## config.mk

```make
export PLATFORM = sky130hd
export DESIGN_NAME = uart_fifo
export DESIGN_NICKNAME = d
export VERILOG_FILES = /design/src/rtl/uart_fifo_pkg.sv /design/src/rtl/uart_sync_fifo.sv /design/src/rtl/uart_fifo.sv
export SDC_FILE = /design/constraint.sdc
export NUM_CORES = 1
export LEC_CHECK = 0
export CORE_ASPECT_RATIO = 0.75
export CORE_MARGIN = 10
export CORE_UTILIZATION = 61
export DETAILED_ROUTE_END_ITERATION = 10
export GPL_ROUTABILITY_DRIVEN = 0
export HOLD_SLACK_MARGIN = 0.08
export PLACE_DENSITY = 0.76
export SETUP_SLACK_MARGIN = 0.2
export SKIP_CTS_REPAIR_TIMING = 1
export SYNTH_ARGS = -nofsm -noshare
export SYNTH_HDL_FRONTEND = slang
export SYNTH_SLANG_ARGS = --single-unit
```

## constraint.sdc

```tcl
create_clock -name clk -period 4.58 [get_ports clk]
set_input_delay 0.916 -clock clk [delete_from_list [all_inputs] [get_ports clk]]
set_output_delay 0.916 -clock clk [all_outputs]
set_load 0.005 [all_outputs]
```

## src/rtl/uart_fifo_pkg.sv

```systemverilog
// uart_fifo_pkg: register map, status/control bit positions and FSM encodings
package uart_fifo_pkg;
   localparam logic [1:0] c_addr_data = 2'd0;
   localparam logic [1:0] c_addr_stat = 2'd1;
   localparam logic [1:0] c_addr_divl = 2'd2;
   localparam logic [1:0] c_addr_divh = 2'd3;
   localparam int c_st_rx_ne   = 0;
   localparam int c_st_tx_nf   = 1;
   localparam int c_st_ovr     = 2;
   localparam int c_st_fe      = 3;
   localparam int c_st_tx_idle = 4;
   localparam int c_st_irq     = 7;
   localparam int c_ct_rx_ie = 0;
   localparam int c_ct_tx_ie = 1;
   localparam int c_ct_clr   = 7;
   localparam logic [1:0] c_rx_idle  = 2'd0;
   localparam logic [1:0] c_rx_start = 2'd1;
   localparam logic [1:0] c_rx_data  = 2'd2;
   localparam logic [1:0] c_rx_stop  = 2'd3;
   localparam logic [1:0] c_tx_idle  = 2'd0;
   localparam logic [1:0] c_tx_start = 2'd1;
   localparam logic [1:0] c_tx_data  = 2'd2;
   localparam logic [1:0] c_tx_stop  = 2'd3;
endpackage

```

## src/rtl/uart_sync_fifo.sv

```systemverilog
// uart_sync_fifo: synchronous FIFO; full/empty from the extra pointer MSB,
// pushes while full and pops while empty are ignored
module uart_sync_fifo #(
   parameter int width = 8,
   parameter int depth = 16
) (
   input  logic             clk,
   input  logic             reset_n,
   input  logic             push,
   input  logic             pop,
   input  logic [width-1:0] din,
   output logic             full,
   output logic             empty,
   output logic [width-1:0] head
);
   localparam int aw = $clog2(depth);
   logic [aw:0] wp_q, wp_d, rp_q, rp_d;
   logic [width-1:0] mem_q [depth];
   logic do_push, do_pop;
   assign empty   = wp_q == rp_q;
   assign full    = (wp_q[aw] != rp_q[aw]) && (wp_q[aw-1:0] == rp_q[aw-1:0]);
   assign do_push = push && !full;
   assign do_pop  = pop && !empty;
   assign wp_d    = wp_q + {{aw{1'b0}}, do_push};
   assign rp_d    = rp_q + {{aw{1'b0}}, do_pop};
   assign head    = mem_q[rp_q[aw-1:0]];
   always_ff @(posedge clk or negedge reset_n) begin
      if (!reset_n) begin
         wp_q <= '0;
         rp_q <= '0;
      end else begin
         wp_q <= wp_d;
         rp_q <= rp_d;
      end
   end
   always_ff @(posedge clk) begin
      if (do_push) mem_q[wp_q[aw-1:0]] <= din;
   end
endmodule

```

## src/rtl/uart_fifo.sv

```systemverilog
// uart_fifo: byte UART with TX/RX FIFOs, programmable baud divisor, CTS flow
// control and a level interrupt, behind a 4-register bus
module uart_fifo
   import uart_fifo_pkg::*;
#(
   parameter int          c_fifo_depth = 16,
   parameter logic [15:0] c_reset_div  = 16'd163,
   parameter int          c_oversample = 16
) (
   input  logic       clk,
   input  logic       reset_n,
   input  logic       cs,
   input  logic       wr,
   input  logic       rd,
   input  logic [1:0] addr,
   input  logic [7:0] din,
   output logic [7:0] dout,
   input  logic       rxd,
   output logic       txd,
   input  logic       cts_n,
   output logic       irq
);
   localparam int ow = $clog2(c_oversample);
   logic [15:0] div_q, div_d, baud_q, baud_d;
   logic [1:0] ctrl_q, ctrl_d;
   logic ovr_q, ovr_d, fe_q, fe_d, irq_q, irq_d;
   logic rx_s1_q, rx_s2_q;
   logic [1:0] rx_st_q, rx_st_d, tx_st_q, tx_st_d;
   logic [ow-1:0] rx_tc_q, rx_tc_d, tx_tc_q, tx_tc_d;
   logic [2:0] rx_bc_q, rx_bc_d, tx_bc_q, tx_bc_d;
   logic [7:0] rx_sh_q, rx_sh_d, tx_sh_q, tx_sh_d;
   logic tick, wr_en, rd_en, err_clr, ovr_set, fe_set, tx_idle;
   logic tx_push, tx_pop, tx_full, tx_empty, rx_push, rx_pop, rx_full, rx_empty;
   logic [7:0] tx_head, rx_head, stat;
   uart_sync_fifo #(.width(8), .depth(c_fifo_depth)) u_tx_fifo (
      .clk(clk), .reset_n(reset_n), .push(tx_push), .pop(tx_pop), .din(din),
      .full(tx_full), .empty(tx_empty), .head(tx_head)
   );
   uart_sync_fifo #(.width(8), .depth(c_fifo_depth)) u_rx_fifo (
      .clk(clk), .reset_n(reset_n), .push(rx_push), .pop(rx_pop), .din(rx_sh_q),
      .full(rx_full), .empty(rx_empty), .head(rx_head)
   );
   assign wr_en   = cs && wr;
   assign rd_en   = cs && rd;
   assign tx_push = wr_en && addr == c_addr_data;
   assign rx_pop  = rd_en && addr == c_addr_data;
   assign err_clr = wr_en && addr == c_addr_stat && din[c_ct_clr];
   assign tick    = baud_q == 16'd0;
   // a divisor of 0 behaves like 1 so the tick never stalls
   assign baud_d  = tick ? ((div_q == 16'd0) ? 16'd0 : div_q - 16'd1) : baud_q - 16'd1;
   assign div_d   = {(wr_en && addr == c_addr_divh) ? din : div_q[15:8],
                     (wr_en && addr == c_addr_divl) ? din : div_q[7:0]};
   assign ctrl_d  = (wr_en && addr == c_addr_stat) ? {din[c_ct_tx_ie], din[c_ct_rx_ie]} : ctrl_q;
   assign ovr_d   = ovr_set || (ovr_q && !err_clr);
   assign fe_d    = fe_set || (fe_q && !err_clr);
   assign irq_d   = (ctrl_q[c_ct_rx_ie] && !rx_empty) || (ctrl_q[c_ct_tx_ie] && tx_empty) || ovr_q || fe_q;
   assign tx_idle = tx_empty && tx_st_q == c_tx_idle;
   assign irq     = irq_q;
   assign txd     = (tx_st_q == c_tx_start) ? 1'b0 : (tx_st_q == c_tx_data) ? tx_sh_q[0] : 1'b1;
   always_comb begin
      stat               = '0;
      stat[c_st_rx_ne]   = !rx_empty;
      stat[c_st_tx_nf]   = !tx_full;
      stat[c_st_ovr]     = ovr_q;
      stat[c_st_fe]      = fe_q;
      stat[c_st_tx_idle] = tx_idle;
      stat[c_st_irq]     = irq_q;
   end
   assign dout = (addr == c_addr_data) ? (rx_empty ? 8'h00 : rx_head) :
                 (addr == c_addr_stat) ? stat :
                 (addr == c_addr_divl) ? div_q[7:0] : div_q[15:8];
   always_comb begin
      rx_st_d = rx_st_q;
      rx_tc_d = rx_tc_q;
      rx_bc_d = rx_bc_q;
      rx_sh_d = rx_sh_q;
      rx_push = 1'b0;
      ovr_set = 1'b0;
      fe_set  = 1'b0;
      case (rx_st_q)
         c_rx_idle: begin
            rx_tc_d = '0;
            rx_bc_d = '0;
            if (!rx_s2_q) rx_st_d = c_rx_start;
         end
         c_rx_start: if (tick) begin
            rx_tc_d = rx_tc_q + ow'(1);
            if (rx_tc_q == ow'(c_oversample / 2 - 1)) begin
               rx_tc_d = '0;
               rx_st_d = rx_s2_q ? c_rx_idle : c_rx_data;
            end
         end
         c_rx_data: if (tick) begin
            rx_tc_d = rx_tc_q + ow'(1);
            if (&rx_tc_q) begin
               rx_sh_d = {rx_s2_q, rx_sh_q[7:1]};
               rx_bc_d = rx_bc_q + 3'd1;
               if (&rx_bc_q) rx_st_d = c_rx_stop;
            end
         end
         default: if (tick) begin
            rx_tc_d = rx_tc_q + ow'(1);
            if (&rx_tc_q) begin
               rx_st_d = c_rx_idle;
               fe_set  = !rx_s2_q;
               ovr_set = rx_s2_q && rx_full;
               rx_push = rx_s2_q && !rx_full;
            end
         end
      endcase
   end
   always_comb begin
      tx_st_d = tx_st_q;
      tx_tc_d = tx_tc_q;
      tx_bc_d = tx_bc_q;
      tx_sh_d = tx_sh_q;
      tx_pop  = 1'b0;
      case (tx_st_q)
         c_tx_idle: begin
            tx_tc_d = '0;
            tx_bc_d = '0;
            if (!tx_empty && !cts_n) begin
               tx_pop  = 1'b1;
               tx_sh_d = tx_head;
               tx_st_d = c_tx_start;
            end
         end
         c_tx_start: if (tick) begin
            tx_tc_d = tx_tc_q + ow'(1);
            if (&tx_tc_q) tx_st_d = c_tx_data;
         end
         c_tx_data: if (tick) begin
            tx_tc_d = tx_tc_q + ow'(1);
            if (&tx_tc_q) begin
               tx_sh_d = {1'b0, tx_sh_q[7:1]};
               tx_bc_d = tx_bc_q + 3'd1;
               if (&tx_bc_q) tx_st_d = c_tx_stop;
            end
         end
         default: if (tick) begin
            tx_tc_d = tx_tc_q + ow'(1);
            if (&tx_tc_q) tx_st_d = c_tx_idle;
         end
      endcase
   end
   always_ff @(posedge clk or negedge reset_n) begin
      if (!reset_n) begin
         div_q   <= c_reset_div;
         baud_q  <= '0;
         ctrl_q  <= '0;
         ovr_q   <= 1'b0;
         fe_q    <= 1'b0;
         irq_q   <= 1'b0;
         rx_s1_q <= 1'b1;
         rx_s2_q <= 1'b1;
         rx_st_q <= c_rx_idle;
         rx_tc_q <= '0;
         rx_bc_q <= '0;
         rx_sh_q <= '0;
         tx_st_q <= c_tx_idle;
         tx_tc_q <= '0;
         tx_bc_q <= '0;
         tx_sh_q <= '0;
      end else begin
         div_q   <= div_d;
         baud_q  <= baud_d;
         ctrl_q  <= ctrl_d;
         ovr_q   <= ovr_d;
         fe_q    <= fe_d;
         irq_q   <= irq_d;
         rx_s1_q <= rxd;
         rx_s2_q <= rx_s1_q;
         rx_st_q <= rx_st_d;
         rx_tc_q <= rx_tc_d;
         rx_bc_q <= rx_bc_d;
         rx_sh_q <= rx_sh_d;
         tx_st_q <= tx_st_d;
         tx_tc_q <= tx_tc_d;
         tx_bc_q <= tx_bc_d;
         tx_sh_q <= tx_sh_d;
      end
   end
endmodule

```

==> out/results.ini, run 1 <==
[logic_synthesis]
synth_compound_area_frac = 0.0372
synth_top_family_by_area = multiplexers
synth_ff_type = edfxtp_1
synth-edff-count = 256
synth_warnings = 0
ys_seq_elements = 349
syn-num-nets = 911
syn_area_per_cell_um2 = 17.0
netlist_area_um2 = 14800
synth_xor_area_frac = 0.0307
synthCells = 874
synthArstFlopShare = 0.266
synth-simple-area-share = 0.0686
synth_mux_area_frac = 0.154
ys_seq_area_frac = 0.675
synthAdderAreaFrac = 0.0169
synth_cell_type_count = 60

[timing]
fin_ws_ns = 0.579
tightestPinTransition_ns = 1.01
setup_violations = 0
fmax_mhz = 250
hold_violations = 0
timing.setup.tns_ns = 0
min_period_ns = 4.00
slew_headroom = 0.319
skew_ns = 0.0167
drv_slew = 0
fin_crit_sh = 0.874
rsz0062_at_grt = no

[cts]
clockBufferDepth = 3
htree_levels = 2
clockRootBuffer = clkbuf_16
clock-sinks = 349
cts-buffers-inserted = 34
path_clk_slew_ns = 0.06
tritoncts = done
clock_latency_ns = 0.52

[critical_path]
slowest_delay_ns = 0.65
reg2reg_depth = 7
crit_type = in2out
critPathSlowestCell = clkdlybuf4s50_1
worstPathCellList = clkdlybuf4s50_1 -> nor2b_1 -> a22oi_1 -> o21ai_0 -> clkdlybuf4s50_1
end_kind = primary output
critPathLaunchType = primary input
arrival_ns = 3.09
r2r_end = u_rx_fifo.mem_q[0][5]$_DFFE_PP_
worstPathRequired_ns = 3.66
r2r_slack_ns = 1.30
rr_startpoint = baud_q[0]$_DFF_PN0_
path_max_fanout = 7
cpMostUsedCell = clkdlybuf4s50_1

[route]
first_pass_iters = 7
vias_per_cell = 6.44
vias = 8263
wl_per_cell_um = 24.7
wl_um = 31700
drc = 0
antenna_left = 0
drt_iter0_drc = 950

[global_route]
grt_pass1_wl_um = 49900
grt.overflow.total = 0
grt_usage = 0.211
grt_start_max_net_pins = 68
grt_pass1_vias = 8440
antenna_found_initial = 0

[layout]
nets = 964
drive_gt1_frac = 0.234
antenna_cells = 0
instances_no_fill = 1283
syn2layout_area_growth_pct = 12.5

[placement]
pre_cts_slack_ns = 0.638
dp.cells = 1222
io_buffers = 26
post-dp-hpwl_um = 20700

[worst_hold_path]
hp-class = reg2reg
hold_path_depth = 0
min_to = rx_s2_q$_DFF_PN1_
min_from = rx_s1_q$_DFF_PN1_

[outcome]
outcome = finished clean

[die]
dieHeight_um = 155
die_w_um = 200
ios = 27
fp-row-count = 49
start_util = 0.619
core_area_um2 = 24000
die-area_um2 = 31000

[run]
drv_cap = 0

[pwr]
p_per_area_nw_per_um2 = 453
vdd_drop_max_mv = 0.354
finalPower_mw = 7.56
p_leak_nw = 5.58

cell families after synthesis:
family	after synthesis
simple gates	180
buf+inv	60
compound gates	81
xor+xnor	52
fa+ha+maj	20
flops	349
mux	132
routing by layer:
layer	share of wire	GRT usage	up-vias
met5	0	0	-
met3	0.083	0.0466	57
li1	-	-	3538
met1	0.43	0.304	4301
met4	0.019	0.0522	0
met2	0.46	0.321	367
layout make-up:
type,instances,area (µm²)
Multi-Input combinational cell,465,4550
Clock inverter,18,214
Inverter,20,75.1
Timing Repair Buffer,57,490
Fill cell,1490,7270
Sequential cell,349,10000
Tap cell,331,414
Clock buffer,43,926
worst max-delay path: cells and delay by family:
family                 cells  cell delay (ns)
AO/OA/AOI/OAI              2             0.38
AND/OR/NAND/NOR            1             0.56
buffers and inverters      2             1.22
report_power, final:
| part | switching [mW] | internal (mW) | leakage, nW | total [mW] |
|---|---|---|---|---|
| combinational | 0.515 | 0.446 | 1.80 | 0.961 |
| clock | 1.15 | 1.67 | 0.557 | 2.82 |
| sequential | 0.233 | 3.54 | 3.22 | 3.78 |
| total | 1.90 | 5.66 | 5.58 | 7.56 |
registers in the layout, indices dropped and copies added (netlist names), 3 cells and up:
register / flops
u_rx_fifo.rp_q: 5
u_rx_fifo.mem_q: 128
rx_bc_q: 3
u_rx_fifo.wp_q: 5
tx_tc_q: 4
rx_tc_q: 4
u_tx_fifo.mem_q: 128
rx_sh_q: 8
u_tx_fifo.wp_q: 5
baud_q: 16
tx_sh_q: 8
div_q: 16
u_tx_fifo.rp_q: 5
tx_bc_q: 3
Yosys cell counts, drive strengths merged, types with 5 or more instances:
cell type    n  share of area
edfxtp     256           0.52
dfrtp       87           0.15
mux4        72           0.11
mux2        46          0.035
nor2        40          0.011
nand2       37         0.0099
o21ai       30          0.010
nor3        29          0.012
xnor2       28          0.017
xor2        24          0.014
nand3       21         0.0071
buf         20         0.0075
clkbuf      20         0.0051
ha          20          0.017
inv         20         0.0051
mux2i       14         0.0094
nor4        14         0.0089
a22oi       13         0.0066
o22ai       12         0.0051
nand2b       8         0.0034
a21oi        7         0.0024
dfstp        6          0.011
or3          5         0.0021
through the flow:
step / util / instance area [µm²] / hold WS [ns]
after CTS: 0.697 / 16700 / 0.365
after global placement: 0.649 / 15600 / 0.353
final: 0.697 / 16700 / 0.365
after detailed placement: 0.649 / 15600 / 0.353
after global routing: 0.697 / 16700 / 0.367
after floorplan: - / 14800 / 0.345
cell usage in the layout (no fill, tap or decap), drive strengths merged, types with 3 or more instances in the layout:
master,Yosys,final
nor2,40,40
mux2i,14,14
xor2,24,24
nand4,4,4
nand2b,8,8
mux2,46,46
mux4,72,72
or3,5,5
nor4,14,14
nand3b,4,4
bufinv,0,4
xnor2,28,28
a31oi,3,3
a22oi,13,13
o21ai,30,30
nand3,21,21
nor2b,4,4
dfstp,6,6
clkbuf,20,43
a21oi,7,7
clkdlybuf4s50,0,25
o22ai,12,12
clkinv,0,13
dfrtp,87,87
inv,20,20
nand2,37,37
nand4b,3,3
buf,20,32
edfxtp,256,256
nor3,29,29
ha,20,20
worst max path at each step:
stage	slack, ns	to	from	depth (start not counted)
2_1_floorplan	1.59	dout[4]	addr[0]	5
4_1_cts	0.59	dout[2]	u_rx_fifo.rp_q[0]$_DFF_PN0_	6
5_1_grt	0.49	dout[0]	u_rx_fifo.rp_q[1]$_DFF_PN0_	6
3_3_place_gp	0.73	dout[7]	addr[0]	5
3_5_place_dp	0.64	dout[4]	addr[0]	5
6_report	0.58	dout[2]	addr[0]	5
No activity file was read; power rests on OpenSTA's default activity.
==> inputs of run 2 (changes only) <==
- HOLD_SLACK_MARGIN: 0.08 -> 0.1
==> results of run 2 <==
Final layout, timing and power as in run 1 (identical DEF).
